===== config.mk =====
export PLATFORM = sky130hd
export DESIGN_NAME = d1fifo_prog
export DESIGN_NICKNAME = d
export VERILOG_FILES = /design/src/rtl/fifo_pkg.sv /design/src/rtl/fifo_mem.sv /design/src/rtl/d1fifo_prog.sv
export SDC_FILE = /design/constraint.sdc
export NUM_CORES = 1
export LEC_CHECK = 0
export CELL_PAD_IN_SITES_DETAIL_PLACEMENT = 0
export CELL_PAD_IN_SITES_GLOBAL_PLACEMENT = 1
export CORE_MARGIN = 2
export CORE_UTILIZATION = 46
export DETAILED_ROUTE_END_ITERATION = 8
export GPL_TIMING_DRIVEN = 1
export PLACE_DENSITY_LB_ADDON = 0.3
export SKIP_LAST_GASP = 1
export SYNTH_ARGS = -nofsm -noshare
export SYNTH_HDL_FRONTEND = slang
export SYNTH_HIERARCHICAL = 1
export SYNTH_SLANG_ARGS = --single-unit

===== constraint.sdc =====
create_clock -name clk -period 4 [get_ports clk]
set_input_delay 0.4 -clock clk [delete_from_list [all_inputs] [get_ports clk]]
set_output_delay 0.4 -clock clk [all_outputs]
set_load 0.02 [all_outputs]

===== src/rtl/fifo_pkg.sv =====
// Shared types and width helpers for the programmable-threshold FIFO.
// Pure declarations; no logic.
package fifo_pkg;

    function automatic int ptr_w(input int depth);
        return (depth > 1) ? $clog2(depth) : 1;
    endfunction

    // One extra bit so the count can represent DEPTH itself.
    function automatic int cnt_w(input int depth);
        return $clog2(depth) + 1;
    endfunction

    typedef struct packed {
        logic full;
        logic empty;
        logic al_full;
        logic al_empty;
    } fifo_status_t;

endpackage


===== src/rtl/fifo_mem.sv =====
// Purpose: DEPTH x WIDTH storage, one write port, one synchronous read port owning rdata.
// Latency: read data appears on the edge after the read request; write lands on its edge.
// Backpressure: none; the caller gates requests with full/empty.
module fifo_mem #(
    parameter int WIDTH = 16,
    parameter int DEPTH = 32,
    parameter int AW    = 5
) (
    input  logic             i_clk,
    input  logic             i_rst_n,
    input  logic             i_wr_vld,
    input  logic [AW-1:0]    i_wr_addr,
    input  logic [WIDTH-1:0] i_wr_dat,
    input  logic             i_rd_vld,
    input  logic [AW-1:0]    i_rd_addr,
    output logic [WIDTH-1:0] o_rd_dat
);

    logic [WIDTH-1:0] r_mem [DEPTH];
    logic [WIDTH-1:0] r_rd_dat;

    always_ff @(posedge i_clk) begin
        if (i_wr_vld) begin
            r_mem[i_wr_addr] <= i_wr_dat;
        end
    end

    // Holds its value between reads; only reset clears it, flush does not.
    always_ff @(posedge i_clk) begin
        if (!i_rst_n) begin
            r_rd_dat <= '0;
        end else if (i_rd_vld) begin
            r_rd_dat <= r_mem[i_rd_addr];
        end
    end

    assign o_rd_dat = r_rd_dat;

endmodule


===== src/rtl/d1fifo_prog.sv =====
// Purpose: single-clock FIFO with runtime almost-full/empty thresholds, flush, sticky errors (D1FIFO_ERR_EN).
// Latency: pop accepted at edge t gives rdata/valid after t; push-to-data minimum 2 edges, no bypass.
// Backpressure: push ignored while full, pop ignored while empty; one push and one pop per cycle sustained.
module d1fifo_prog
    import fifo_pkg::*;
#(
    parameter int WIDTH = 16,
    parameter int DEPTH = 32,
    parameter int CW    = cnt_w(DEPTH)
) (
    input  logic             clk,
    input  logic             rst_n,
    input  logic             flush,
    input  logic             push,
    input  logic [WIDTH-1:0] wdata,
    input  logic             pop,
    output logic [WIDTH-1:0] rdata,
    output logic             valid,
    input  logic [CW-1:0]    af_lvl,
    input  logic [CW-1:0]    ae_lvl,
    output logic [CW-1:0]    count,
    output logic             full,
    output logic             empty,
    output logic             al_full,
    output logic             al_empty,
    output logic             overflow,
    output logic             underflow
);

    localparam int AW = ptr_w(DEPTH);

    logic [AW-1:0] r_wptr;
    logic [AW-1:0] r_rptr;
    logic [CW-1:0] r_count;
    logic          r_valid;
    fifo_status_t  w_status;
    logic          w_push_acc;
    logic          w_pop_acc;

    always_comb begin
        w_status          = '0;
        w_status.full     = (r_count == CW'(DEPTH));
        w_status.empty    = (r_count == '0);
        w_status.al_full  = (r_count >= af_lvl);
        w_status.al_empty = (r_count <= ae_lvl);
    end

    assign w_push_acc = push && !w_status.full  && !flush;
    assign w_pop_acc  = pop  && !w_status.empty && !flush;

    always_ff @(posedge clk) begin
        if (!rst_n || flush) begin
            r_wptr  <= '0;
            r_rptr  <= '0;
            r_count <= '0;
            r_valid <= 1'b0;
        end else begin
            if (w_push_acc) r_wptr <= r_wptr + AW'(1);
            if (w_pop_acc)  r_rptr <= r_rptr + AW'(1);
            case ({w_push_acc, w_pop_acc})
                2'b10:   r_count <= r_count + CW'(1);
                2'b01:   r_count <= r_count - CW'(1);
                default: r_count <= r_count;
            endcase
            r_valid <= w_pop_acc;
        end
    end

`ifdef D1FIFO_ERR_EN
    logic r_overflow;
    logic r_underflow;

    always_ff @(posedge clk) begin
        if (!rst_n || flush) begin
            r_overflow  <= 1'b0;
            r_underflow <= 1'b0;
        end else begin
            if (push && w_status.full)  r_overflow  <= 1'b1;
            if (pop  && w_status.empty) r_underflow <= 1'b1;
        end
    end

    assign overflow  = r_overflow;
    assign underflow = r_underflow;
`else
    assign overflow  = 1'b0;
    assign underflow = 1'b0;
`endif

    fifo_mem #(
        .WIDTH (WIDTH),
        .DEPTH (DEPTH),
        .AW    (AW)
    ) u_mem (
        .i_clk     (clk),
        .i_rst_n   (rst_n),
        .i_wr_vld  (w_push_acc),
        .i_wr_addr (r_wptr),
        .i_wr_dat  (wdata),
        .i_rd_vld  (w_pop_acc),
        .i_rd_addr (r_rptr),
        .o_rd_dat  (rdata)
    );

    assign count    = r_count;
    assign valid    = r_valid;
    assign full     = w_status.full;
    assign empty    = w_status.empty;
    assign al_full  = w_status.al_full;
    assign al_empty = w_status.al_empty;

endmodule


# After elaboration in Yosys (flattened, before gate mapping)

Memories as Yosys holds them, arrays and structs flattened. A register that Yosys moved wholly into a read port is not among the register bits.
Cells that the tools add are included.

Latch bits: 0
Memory bits (writable): 512
Bits in registers: 17
Word-level logic and storage cells: 29
Input bits: 33
Memories: 1
Bits in read-only memories: 0

Memory list:

| name        | depth | width | rd ports | clocked after Yosys merged registers in | wr ports | RTL line       | text |
|---|---|---|---|---|---|---|---|
| u_mem.r_mem | 32    | 16    | 1        | 1                                       | 1        | fifo_mem.sv:19 | `logic [WIDTH-1:0] r_mem [DEPTH];` |

Multipliers: 0
Div/mod/pow operators: 0
Reductions and logical operators: 12
Bitwise gates (word level): 0
Shifts and indexed selects: 0
Eq/ne operators: 3
Add/subtract/negate cells: 4
Multiplexer cells: 3
$lt $le $gt $ge: 2

Operators by type and width:

| operator                                          | count |
|---|---|
| case mux 6 bit (2 select lines)                   | 1 |
| adder 5 x 1 -> 5 bit (second input constant)      | 2 |
| adder 6 x 1 -> 6 bit (second input constant)      | 1 |
| == test 6 bit (second input constant)             | 1 |
| >= comparator 6 bit                               | 1 |
| less-or-equal comparator 6 bit                    | 1 |
| zero test 6 bit                                   | 1 |
| subtractor 6 x 1 -> 6 bit (second input constant) | 1 |
| zero test 1 bit                                   | 5 |
| logical AND 1 bit                                 | 4 |
| == test 2 x 1 -> 1 bit (second input constant)    | 1 |
| == test 2 bit (second input constant)             | 1 |
| two-way mux 1 bit                                 | 2 |
| nonzero test 2 bit                                | 1 |
| logical OR 1 bit                                  | 1 |

# Depth between registers and ports, before layout

Gate-level depths: netlist (run 1).

Depth after elaboration: 6
Mapped depth: 11
Gate-level depth less buffers: 11

# By module

The synthesis (run 1) kept the hierarchy.

Modules (own cells, without submodules):

| module      | times used | area an instance (um^2) | cells each | seq. area each (um^2) |
|---|---|---|---|---|
| fifo_mem    | 1          | 20,508.4                | 1,145      | 15,695.1 |
| d1fifo_prog | 1          | 1,257.5                 | 144        | 340.3 |

# Least setup slack after synthesis (run 1)

Ideal clock, no wire load.

Path kind: register to register
Start point: register r_count[1] (netlist: count[1])
End point: memory u_mem.r_mem[28][0] (enable)
Data required time: 3,612 ps
Cell stages (with the launch flop): 6
Arrival: 2,536 ps
Path slack: 1,076 ps
Setup time: 388 ps
Period minus slack after synthesis: 2,924 ps
Path buffers: 1
Path through: dfxtp_1 nor4_4 a311oi_4 or3b_2 clkbuf_1 nor2_1

Longest elaborated chain between the ends: 6

Ends and longest elaborated chain:

| what                                    | RTL line          | text |
|---|---|---|
| start: declaration                      | d1fifo_prog.sv:34 | `logic [CW-1:0] r_count;` |
| start signal: assignment                | d1fifo_prog.sv:61 | `2'b10: r_count <= r_count + CW'(1);` |
| start signal: assignment                | d1fifo_prog.sv:62 | `2'b01: r_count <= r_count - CW'(1);` |
| start signal: assignment                | d1fifo_prog.sv:63 | `default: r_count <= r_count;` |
| == test 6 bit                           | d1fifo_prog.sv:42 | `w_status.full = (r_count == CW'(DEPTH));` |
| zero test 1 bit                         | d1fifo_prog.sv:48 | `assign w_push_acc = push && !w_status.full && !flush;` |
| logical AND 1 bit (2 in a row)          | d1fifo_prog.sv:48 |  |
| net w_push_acc                          | d1fifo_prog.sv:37 | `logic w_push_acc;` |
| two-way mux 1 bit                       | fifo_mem.sv:23    | `if (i_wr_vld) begin` |
| two-way mux 1 bit (not written as such) | fifo_mem.sv:24    | `r_mem[i_wr_addr] <= i_wr_dat;` |
| end: declaration                        | fifo_mem.sv:19    |  |

The timed path passes the listed nets, and every way through them passes these cells.

# Final worst setup path (run 1)

Start point: register r_count[0] (netlist: count[0])
End point: output port al_full

Longest elaborated chain between the ends: 1

Ends and longest elaborated chain:

| what                | RTL line          | text |
|---|---|---|
| >= comparator 6 bit | d1fifo_prog.sv:44 | `w_status.al_full = (r_count >= af_lvl);` |
| end: declaration    | d1fifo_prog.sv:24 | `output logic al_full,` |

Every way passes these cells.

==> run metrics, run 1 <==
Max Slew Vio Count=0; Max Buffers Root-to-Sink=3; DRC=2; slew of the pin with the lowest slew margin=1.19 ns; Seq/Total Area, Yosys=0.737; Met3 Wirelength=~2700 um; CP startpoint=count[0]; leakage power figure=7.64 nW; multi-input logic area=around 0.0053 sq mm; first-pass detailed-route iteration total=7; # resized after CTS=0; part of the cycle the worst path needs=0.803; initial antenna violation count=0; failing checks=DRC; # rows=between 70 and 80; DR top layer=met4; worst setup margin=about 0.79 ns; post-synthesis simple-gate area fraction=0.0273; crit path max fanout=6; Mapped Area=between 0.02 and 0.025 sq mm; critical path endpoint category=output pin; Net Switching=approximately 2.3 mW; post-synth top area share=0.706; worst skew pair latency=0.59 ns; Max Cap Viol=0; Seq pwr share=0.545; Peak VDD IR=roughly 0.35 mV; cell area after layout=between 0.02 and 0.03 sq mm; CP Class=reg -> out; WL per Instance=24.9 um; Max Freq=~310 MHz; RSZ-0062 raised after global routing=no; Nets=approximately 1500; adder-cell share of the synthesized area=0.0118; Worst Clk Skew=about 0.013 ns; crit-path cells=inv_1, ha_1, nand2b_1, a21o_1, a21o_1, a21oi_1, o21ai_0, clkdlybuf4s50_1; Seq cells post-synth=~550; cell taking the most area after synthesis=edfxtp_1; status=complete, but fails checks; worst slack, placed=0.807 ns; Syn Area/Cell=around 17 sq um; reg2reg setup slack=about 0.96 ns; CP max-delay cell=clkdlybuf4s50_1; Num CTS Buffers=55; setup tns final=0 ns; Util after Layout=0.538; Sequential cell area=between 0.015 and 0.02 sq mm; fraction of layout cells with a size suffix above 1=0.127; dpl hpwl=between 20000 and 30000 um; count leader, synth=edfxtp_1; routed vias=about 12000; I/O pin count=a little over 60; Congestion Overflow GR=0; Most common cell on crit path=a21o_1; M1 wire length=between 20000 and 25000 um; Die ar.=0.0491 sq mm; Yosys warning total=6; Post-Synth XOR/XNOR Area=0.00483; asr flop ratio synth=0; number of synthesized flops with an enable pin=~510; Startpoint Class=register; Cell Area, Placed=~0.023 sq mm; Placer Congestion=between 0.7 and 0.8; top post-synthesis cells by count=edfxtp_1, mux2i_1, a22oi_1; combinational share of power=0.023; root buffer cell=clkbuf_16; Syn Inst Count=between 1000 and 1500; Sink Count=545; min Tclk post-route=between 3 and 4 ns; Clk pwr share=0.432; htree depth=2; WP data arrival=2.81 ns; Die W=approximately 220 um; Compound-Gate Fraction of Synth Area=0.0761; sw frac=0.196; vias per inst=roughly 5.8; routed wl met2=between 20000 and 30000 um; Area contributors post-synth=edfxtp_1, mux2i_1, a22oi_1, dfxtp_1, a21oi_1; HP Start=u_mem/o_rd_dat[12]; core area=~0.047 sq mm; biggest cell delay along the critical path=around 0.55 ns; global-route total usage across every layer=0.209; Max transition margin=0.203; Area Growth Syn to Fin=15.3%; Hold Path Class=reg -> reg; cell area power density=~460 mW/mm^2; Filler Cells Inserted=3721; routed wire length=between 50000 and 60000 um; vias in the first global route=roughly 12000; Internal=~9.2 mW; largest family of logic cells by synthesized area=multiplexers; Hold-fix buffers, CTS=0; Worst R2R Start=count[1]; Setup Fix Bufs, Post-CTS=0; Setup violations, final=0; mux contribution to synthesized area=0.119; Synth cell types=42; pin count of the biggest net entering global routing=58; Antenna Nets Post-Route=0; Die H=roughly 220 um; CTS tree=built; initial core utilization=0.467; IO Port Bufs=59; Initial DRC Count=~1200; predominant post-synthesis flop cell=edfxtp_1; first-pass GRT wire length=about 75000 um; clk slew on worst S/H paths=~0.06 ns; Data required, critical path=~3.6 ns; Final Hold Fails=0
## per-stage QoR
| stage | instances | power, mW | hold WS, ns |
|---|---|---|---|
| finish | 2049 | 11.5 | 0.526 |
| global route | 2048 | 11.8 | 0.566 |
| CTS | 2048 | 11.6 | 0.530 |
| detailed placement | 1948 | 6.64 | 0.514 |
| global placement | 1948 | 6.63 | 0.512 |
| floorplan | 1290 | 6.47 | 0.499 |
## sequential cells by signal, indices dropped and copies added, names as in the netlist
name	cells
u_mem/r_mem	512
u_mem/o_rd_dat	16
count	6
r_rptr	5
r_wptr	5
valid	1
## layout by cell type, fill, tap and decap left out, types with 22 or more instances in the layout
cell type | synthesis | layout
mux2i_1 | 258 | 258
buf_4 | 13 | 56
a21oi_1 | 89 | 89
a22oi_1 | 128 | 128
clkbuf_16 | 0 | 57
o21ai_0 | 22 | 22
nor2_2 | 0 | 30
edfxtp_1 | 512 | 512
dfxtp_1 | 33 | 32
clkdlybuf4s50_1 | 0 | 59
## worst paths after layout
path,cells after the start,endpoint
min reg2reg,2,u_mem/o_rd_dat[12]
max reg2reg,10,count[5]
max,8,al_full
min,2,u_mem/o_rd_dat[12]
## cell type report
type | instances | share of cell area
Clock inverter | 26 | 0.00758
Sequential cell | 545 | 0.639
Clock buffer | 74 | 0.0618
Multi-Input combinational cell | 654 | 0.211
Tap cell | 607 | 0.0303
Inverter | 19 | 0.00284
Timing Repair Buffer | 123 | 0.0467
Antenna cell | 1 | 0.0000998
## logic make-up (layout without fill, tap and decap cells)
kind of cell | count (synthesis) | count (layout)
multiplexers | 258 | 258
XOR/XNOR | 12 | 12
buffers and inverters | 91 | 242
adder cells (fa/ha/maj) | 20 | 20
other | 1 | 3
AND/OR/NAND/NOR | 111 | 111
flip-flops | 545 | 545
AO/OA/AOI/OAI | 251 | 251
## metal layers
layer  track usage  vias up
met5             0        -
met1         0.282     6057
li1              -     5323
met3        0.0305       68
met2         0.351      337
met4        0.0658        0
## worst max-delay path, delay by kind of cell, from the launching register on
kind | cells | cell delay (ns)
buffers and inverters | 2 | 0.71
AOI/OAI and AO/OA | 4 | 0.58
DFF | 1 | 0.49
adders and majority gates | 1 | 0.29
and+or+nand+nor | 1 | 0.14
## power groups by stage
stage          logic (mW)  clock network (mW)  registers (mW)
6_report            0.259                4.96            6.26
5_1_grt             0.283                5.27            6.25
4_1_cts             0.262                5.06            6.26
3_5_place_dp        0.261                   0            6.38
3_3_place_gp        0.255                   0            6.38
2_1_floorplan      0.0914                   0            6.38
No activity file was read; power rests on OpenSTA's default activity.
==> run 2: changes to the inputs <==
clock period = 3.3 ns   (was 4 ns; I/O delays follow)
==> run metrics, run 2 (same netlist as run 1, synthesis figures left out) <==
status=complete, but fails checks; failing checks=DRC; Num CTS Buffers=55 (unchanged); initial antenna violation count=1 (+1); combinational share of power=0.024 (about the same); Internal=11.1 mW (+20%); min Tclk post-route=3.15 ns; htree depth=2 (unchanged); Congestion Overflow GR=0 (unchanged); root buffer cell=clkbuf_16; IO Port Bufs=59 (unchanged); fraction of layout cells with a size suffix above 1=0.134 (+0.00712); slew of the pin with the lowest slew margin=0.786 ns (-0.406 ns); Hold-fix buffers, CTS=0 (unchanged); reg2reg setup slack=0.43 ns (-0.53 ns); CTS tree=built; leakage power figure=7.66 nW (+0.24%); Filler Cells Inserted=3717 (-0.11%); Seq pwr share=0.548 (+0.003); Max Cap Viol=0 (unchanged); largest reg by FF count=u_mem/r_mem; cell area power density=550 mW/mm^2 (+20%); Setup violations, final=0 (unchanged); Worst Clk Skew=0.0115 ns (-0.00173 ns); vias in the first global route=11576 (-1.4%); routed wire length=50200 um (-1.6%); global-route total usage across every layer=0.204 (-0.00485); part of the cycle the worst path needs=0.953; Net Switching=2.76 mW (+23%); WP data arrival=2.82 ns (about the same); setup tns final=0 ns (unchanged); Antenna Nets Post-Route=0 (unchanged); Max transition margin=0.476 (+0.273); first-pass detailed-route iteration total=7 (unchanged); WL per Instance=24.3 um (-2.2%); Die ar.=0.0491 sq mm (unchanged); critical path endpoint category=output pin; Placer Congestion=0.754 (-5.5%); CP startpoint=count[0]; Area Growth Syn to Fin=15.5%; Worst R2R Path Depth=9 (-1); Die W=222 um (unchanged); Max Freq=approximately 320 MHz; Largest register FFs=512 (unchanged); Initial DRC Count=1079 (-11%); CP Class=reg -> out; pin count of the biggest net entering global routing=65 (+12%); n_diodes=0 (-1); Max Slew Vio Count=0 (unchanged); total power=13.8 mW (+20%); Sink Count=545 (unchanged); Worst R2R Start=count[0]; worst skew pair latency=0.60 ns (about the same); most frequent cells in the layout=edfxtp_1, mux2i_1, a22oi_1, a21oi_1, buf_4; vias per inst=5.66 (-1.6%); HP Start=u_mem/o_rd_dat[0]; hold depth=2 (unchanged); I/O pin count=62 (unchanged); Setup Fix Bufs, Post-CTS=0 (unchanged); Hold Path Class=reg -> reg; Peak VDD IR=0.394 mV (+13%); dpl hpwl=28700 um (-2.0%); RSZ-0062 raised after global routing=no; clk slew on worst S/H paths=0.06 ns (about the same); sw frac=0.200 (+0.00339); Data required, critical path=2.97 ns (-0.63 ns); Finished Layout Cells=2061 (+0.59%); first-pass GRT wire length=73600 um (-2.5%); # rows=79 (unchanged); # resized after CTS=0 (unchanged); core area=0.0467 sq mm (unchanged); routed vias=11667 (-1.0%); Die H=222 um (unchanged); initial core utilization=0.467 (unchanged); Max Buffers Root-to-Sink=3 (unchanged); Startpoint Class=register; commonest non-fill, non-tap cell in the layout=edfxtp_1; DP Cell Count=1959 (+0.56%); crit path max fanout=6 (unchanged); Final Hold Fails=0 (unchanged); DRC=1 (-1); Nets=1462 (+0.76%); Clk pwr share=0.427 (-0.005)
run 2: per-stage QoR:
step / hold WS [ns] / util / setup slack, ns / area, sq um
3_3_place_gp: 0.507 / 0.502 / 0.370 / 23400
5_1_grt: 0.553 / 0.539 / 0.0322 / 25100
4_1_cts: 0.526 / 0.539 / 0.120 / 25100
6_report: 0.524 / 0.539 / 0.154 / 25100
2_1_floorplan: 0.429 / - / 0.376 / 21800
3_5_place_dp: 0.516 / 0.502 / 0.339 / 23400
run 2: final timing paths:
| kind | to |
|---|---|
| setup / recovery | al_full |
| hold reg to reg | u_mem/o_rd_dat[0] |
| hold / removal | u_mem/o_rd_dat[0] |
| setup reg to reg | count[5] |
run 2: layout make-up:
cell class | instances | area [sq um] | area share
sequential | 545 | 16000 | 0.638
multi-input combinational | 654 | 5300 | 0.211
clock buffer | 70 | 1430 | 0.0570
timing repair buffer | 134 | 1270 | 0.0504
tap | 607 | 759 | 0.0302
clock inverter | 32 | 268 | 0.0107
inverter | 19 | 71.3 | 0.00284
run 2: per-layer routing:
layer,track usage,vias up,wire length [um],part of all wire
met2,0.333,376,23900,0.48
met3,0.0246,65,2750,0.055
met5,0,-,0,0
met4,0.0617,0,1070,0.021
li1,-,5347,-,-
met1,0.288,5879,22400,0.45
run 2: worst max-delay path: stages (launching register included):
cell and delay, ns:
dfxtp_1 0.50, inv_1 0.17, ha_1 0.29, nand2b_1 0.14
a21o_1 0.18, a21o_1 0.17, a21oi_1 0.13, o21ai_0 0.09
clkdlybuf4s50_1 0.54
run 2: power by group through the flow:
stage	registers, mW	clock network, mW	logic, mW
finish	7.58	5.91	0.338
global route	7.58	6.30	0.363
detailed placement	7.72	0	0.338
floorplan	7.73	0	0.111
CTS	7.58	6.03	0.340
global placement	7.72	0	0.331
==> run 3: changes to the inputs <==
CELL_PAD_IN_SITES_DETAIL_PLACEMENT = 1   (was 0)
==> run metrics, run 3 (same netlist as run 1, synthesis figures left out) <==
Initial DRC Count=983 (-8.9%); part of the cycle the worst path needs=0.938 (-0.0152); HP Start=u_mem/o_rd_dat[14]; Final Hold Fails=0 (unchanged); delay-heaviest family, CP=buffers and inverters; Internal=11.3 mW (+1.9%); Worst R2R Start=count[0]; initial antenna violation count=6 (+5); Placer Congestion=0.754 (unchanged); crit path max fanout=6 (unchanged); Seq pwr share=0.539 (-0.009); IO Port Bufs=59 (unchanged); cell area power density=558 mW/mm^2 (+1.5%); CP max-delay cell=clkdlybuf4s50_1; # resized after CTS=0 (unchanged); Hold Path Class=reg -> reg; worst slack, placed=0.248 ns (-0.0909 ns); dpl hpwl=32200 um (+12%); setup tns final=0 ns (unchanged); worst skew pair latency=0.61 ns (about the same); Die ar.=0.0491 sq mm (unchanged); WP data arrival=2.77 ns (-0.05 ns); commonest non-fill, non-tap cell in the layout=edfxtp_1; CP Class=reg -> out; Worst R2R Path Depth=9 (unchanged); RSZ-0062 raised after global routing=no; Clk pwr share=0.437 (+0.010); Setup Fix Bufs, Post-CTS=0 (unchanged); clk slew on worst S/H paths=0.06 ns (about the same); Die H=222 um (unchanged); first-pass detailed-route iteration total=7 (unchanged); biggest cell delay along the critical path=0.54 ns (about the same); R2R Path End=count[5]; WL per Instance=26.7 um (+9.7%); Area Growth Syn to Fin=15.8%; worst setup margin=0.205 ns (+0.0500 ns); slew of the pin with the lowest slew margin=0.788 ns (+0.00262 ns); Hold-fix buffers, CTS=0 (unchanged); min Tclk post-route=3.10 ns (-0.0500 ns); Setup violations, final=0 (unchanged); CTS tree=built; Max Cap Viol=0 (unchanged); Finished Layout Cells=2061 (unchanged); fraction of layout cells with a size suffix above 1=0.137 (+0.00294); I/O pin count=62 (unchanged); vias in the first global route=12669 (+9.4%); Max transition margin=0.474 (-0.00174); core area=0.0467 sq mm (unchanged); htree depth=2 (unchanged); reg2reg setup slack=0.36 ns (-0.07 ns); leakage power figure=7.70 nW (+0.56%); root buffer cell=clkbuf_16; pin count of the biggest net entering global routing=65 (unchanged); Most common cell on crit path=a21o_1; largest reg by FF count=u_mem/r_mem; Net Switching=2.79 mW (+1.1%); DRC=2 (+1); Crit path depth=8 (unchanged); Nets=1461 (-0.068%); Buf+Inv Stages, Crit Path=2 (unchanged); combinational share of power=0.024 (about the same); Peak VDD IR=0.346 mV (-12%); Worst Clk Skew=0.0314 ns (+0.0199 ns); Max Slew Vio Count=0 (unchanged); # rows=79 (unchanged); Startpoint Class=register; Antenna Nets Post-Route=0 (unchanged); Max Freq=323 MHz (+1.6%); routed wire length=55100 um (+9.7%); initial core utilization=0.467 (unchanged); crit-path cells=inv_1, ha_1, nand2b_1, a21o_1, a21o_1, a21oi_1, o21ai_0, clkdlybuf4s50_1; first-pass GRT wire length=80900 um (+9.9%); routed vias=12066 (+3.4%); status=complete, but fails checks; most frequent cells in the layout=edfxtp_1, mux2i_1, a22oi_1, a21oi_1, buf_4; Congestion Overflow GR=0 (unchanged); global-route total usage across every layer=0.224 (+0.0207); Die W=222 um (unchanged); Max Buffers Root-to-Sink=3 (unchanged); Num CTS Buffers=54 (-1.8%); Largest register FFs=512 (unchanged); failing checks=DRC; hold depth=2 (unchanged); DP Cell Count=1959 (unchanged); Data required, critical path=2.97 ns (about the same); critical path endpoint category=output pin; Hold EP=u_mem/o_rd_dat[14]; sw frac=0.198 (-0.00125); vias per inst=5.85 (+3.4%); Sink Count=545 (unchanged)
[run 3: changes by cell type in the layout (fill, tap and decap cells not counted), sizes merged]
cell,previous run,this run
clkinvlp,4,2
clkbuf,70,72
bufinv,4,6
inv,22,20
diode,0,2
clkinv,21,19
[run 3: worst max path at each step]
stage / slack, ns / from / to
after floorplan: 0.38 / count[1] / u_mem/r_mem[28][0]
after global placement: 0.37 / push / count[5]
after detailed placement: 0.25 / flush / count[5]
after CTS: 0.15 / count[0] / al_full
after global routing: 0.05 / count[0] / al_full
final: 0.20 / count[0] / al_full
[run 3: power by group through the flow]
stage          Combinational (mW)  Clock [mW]  Sequential (mW)
2_1_floorplan               0.111           0             7.73
3_3_place_gp                0.331           0             7.72
3_5_place_dp                0.346           0             7.73
4_1_cts                     0.347        6.25             7.58
5_1_grt                     0.370        6.50             7.58
6_report                    0.344        6.14             7.58
[run 3: cell type report]
class                      count  area (sq um)
multi-input combinational    654          5300
inverter                      19          71.3
fill                        4343         21400
clock buffer                  72          1470
antenna                        2          5.00
clock inverter                28           292
sequential                   545         16000
timing repair buffer         134          1270
tap                          607           759
[run 3: per-layer routing]
metal  vias up  part of all wire  GRT usage
met4         0             0.029     0.0745
met1      6290              0.43      0.297
met2       344              0.49      0.370
met5         -                 0          0
li1       5337                 -          -
met3        95             0.060     0.0493
[run 3: metrics by stage]
stage                     utilization  power, mW  instance area (sq um)  hold WS (ns)
after detailed placement        0.502       8.07                  23400         0.517
after floorplan                     -       7.84                  21800         0.429
after CTS                       0.540       14.2                  25200         0.533
after global routing            0.540       14.4                  25200         0.567
after global placement          0.502       8.05                  23400         0.507
final                           0.540       14.1                  25200         0.533
[run 3: worst register-to-register path, stage by stage, from the launching register on]
cell,delay [ns]
dfxtp_1,0.39
nor4_4,0.50
a311oi_4,0.15
inv_1,0.09
ha_1,0.32
ha_1,0.31
a211o_2,0.36
a2111oi_2,0.35
o21ai_0,0.14
nor3b_1,0.17
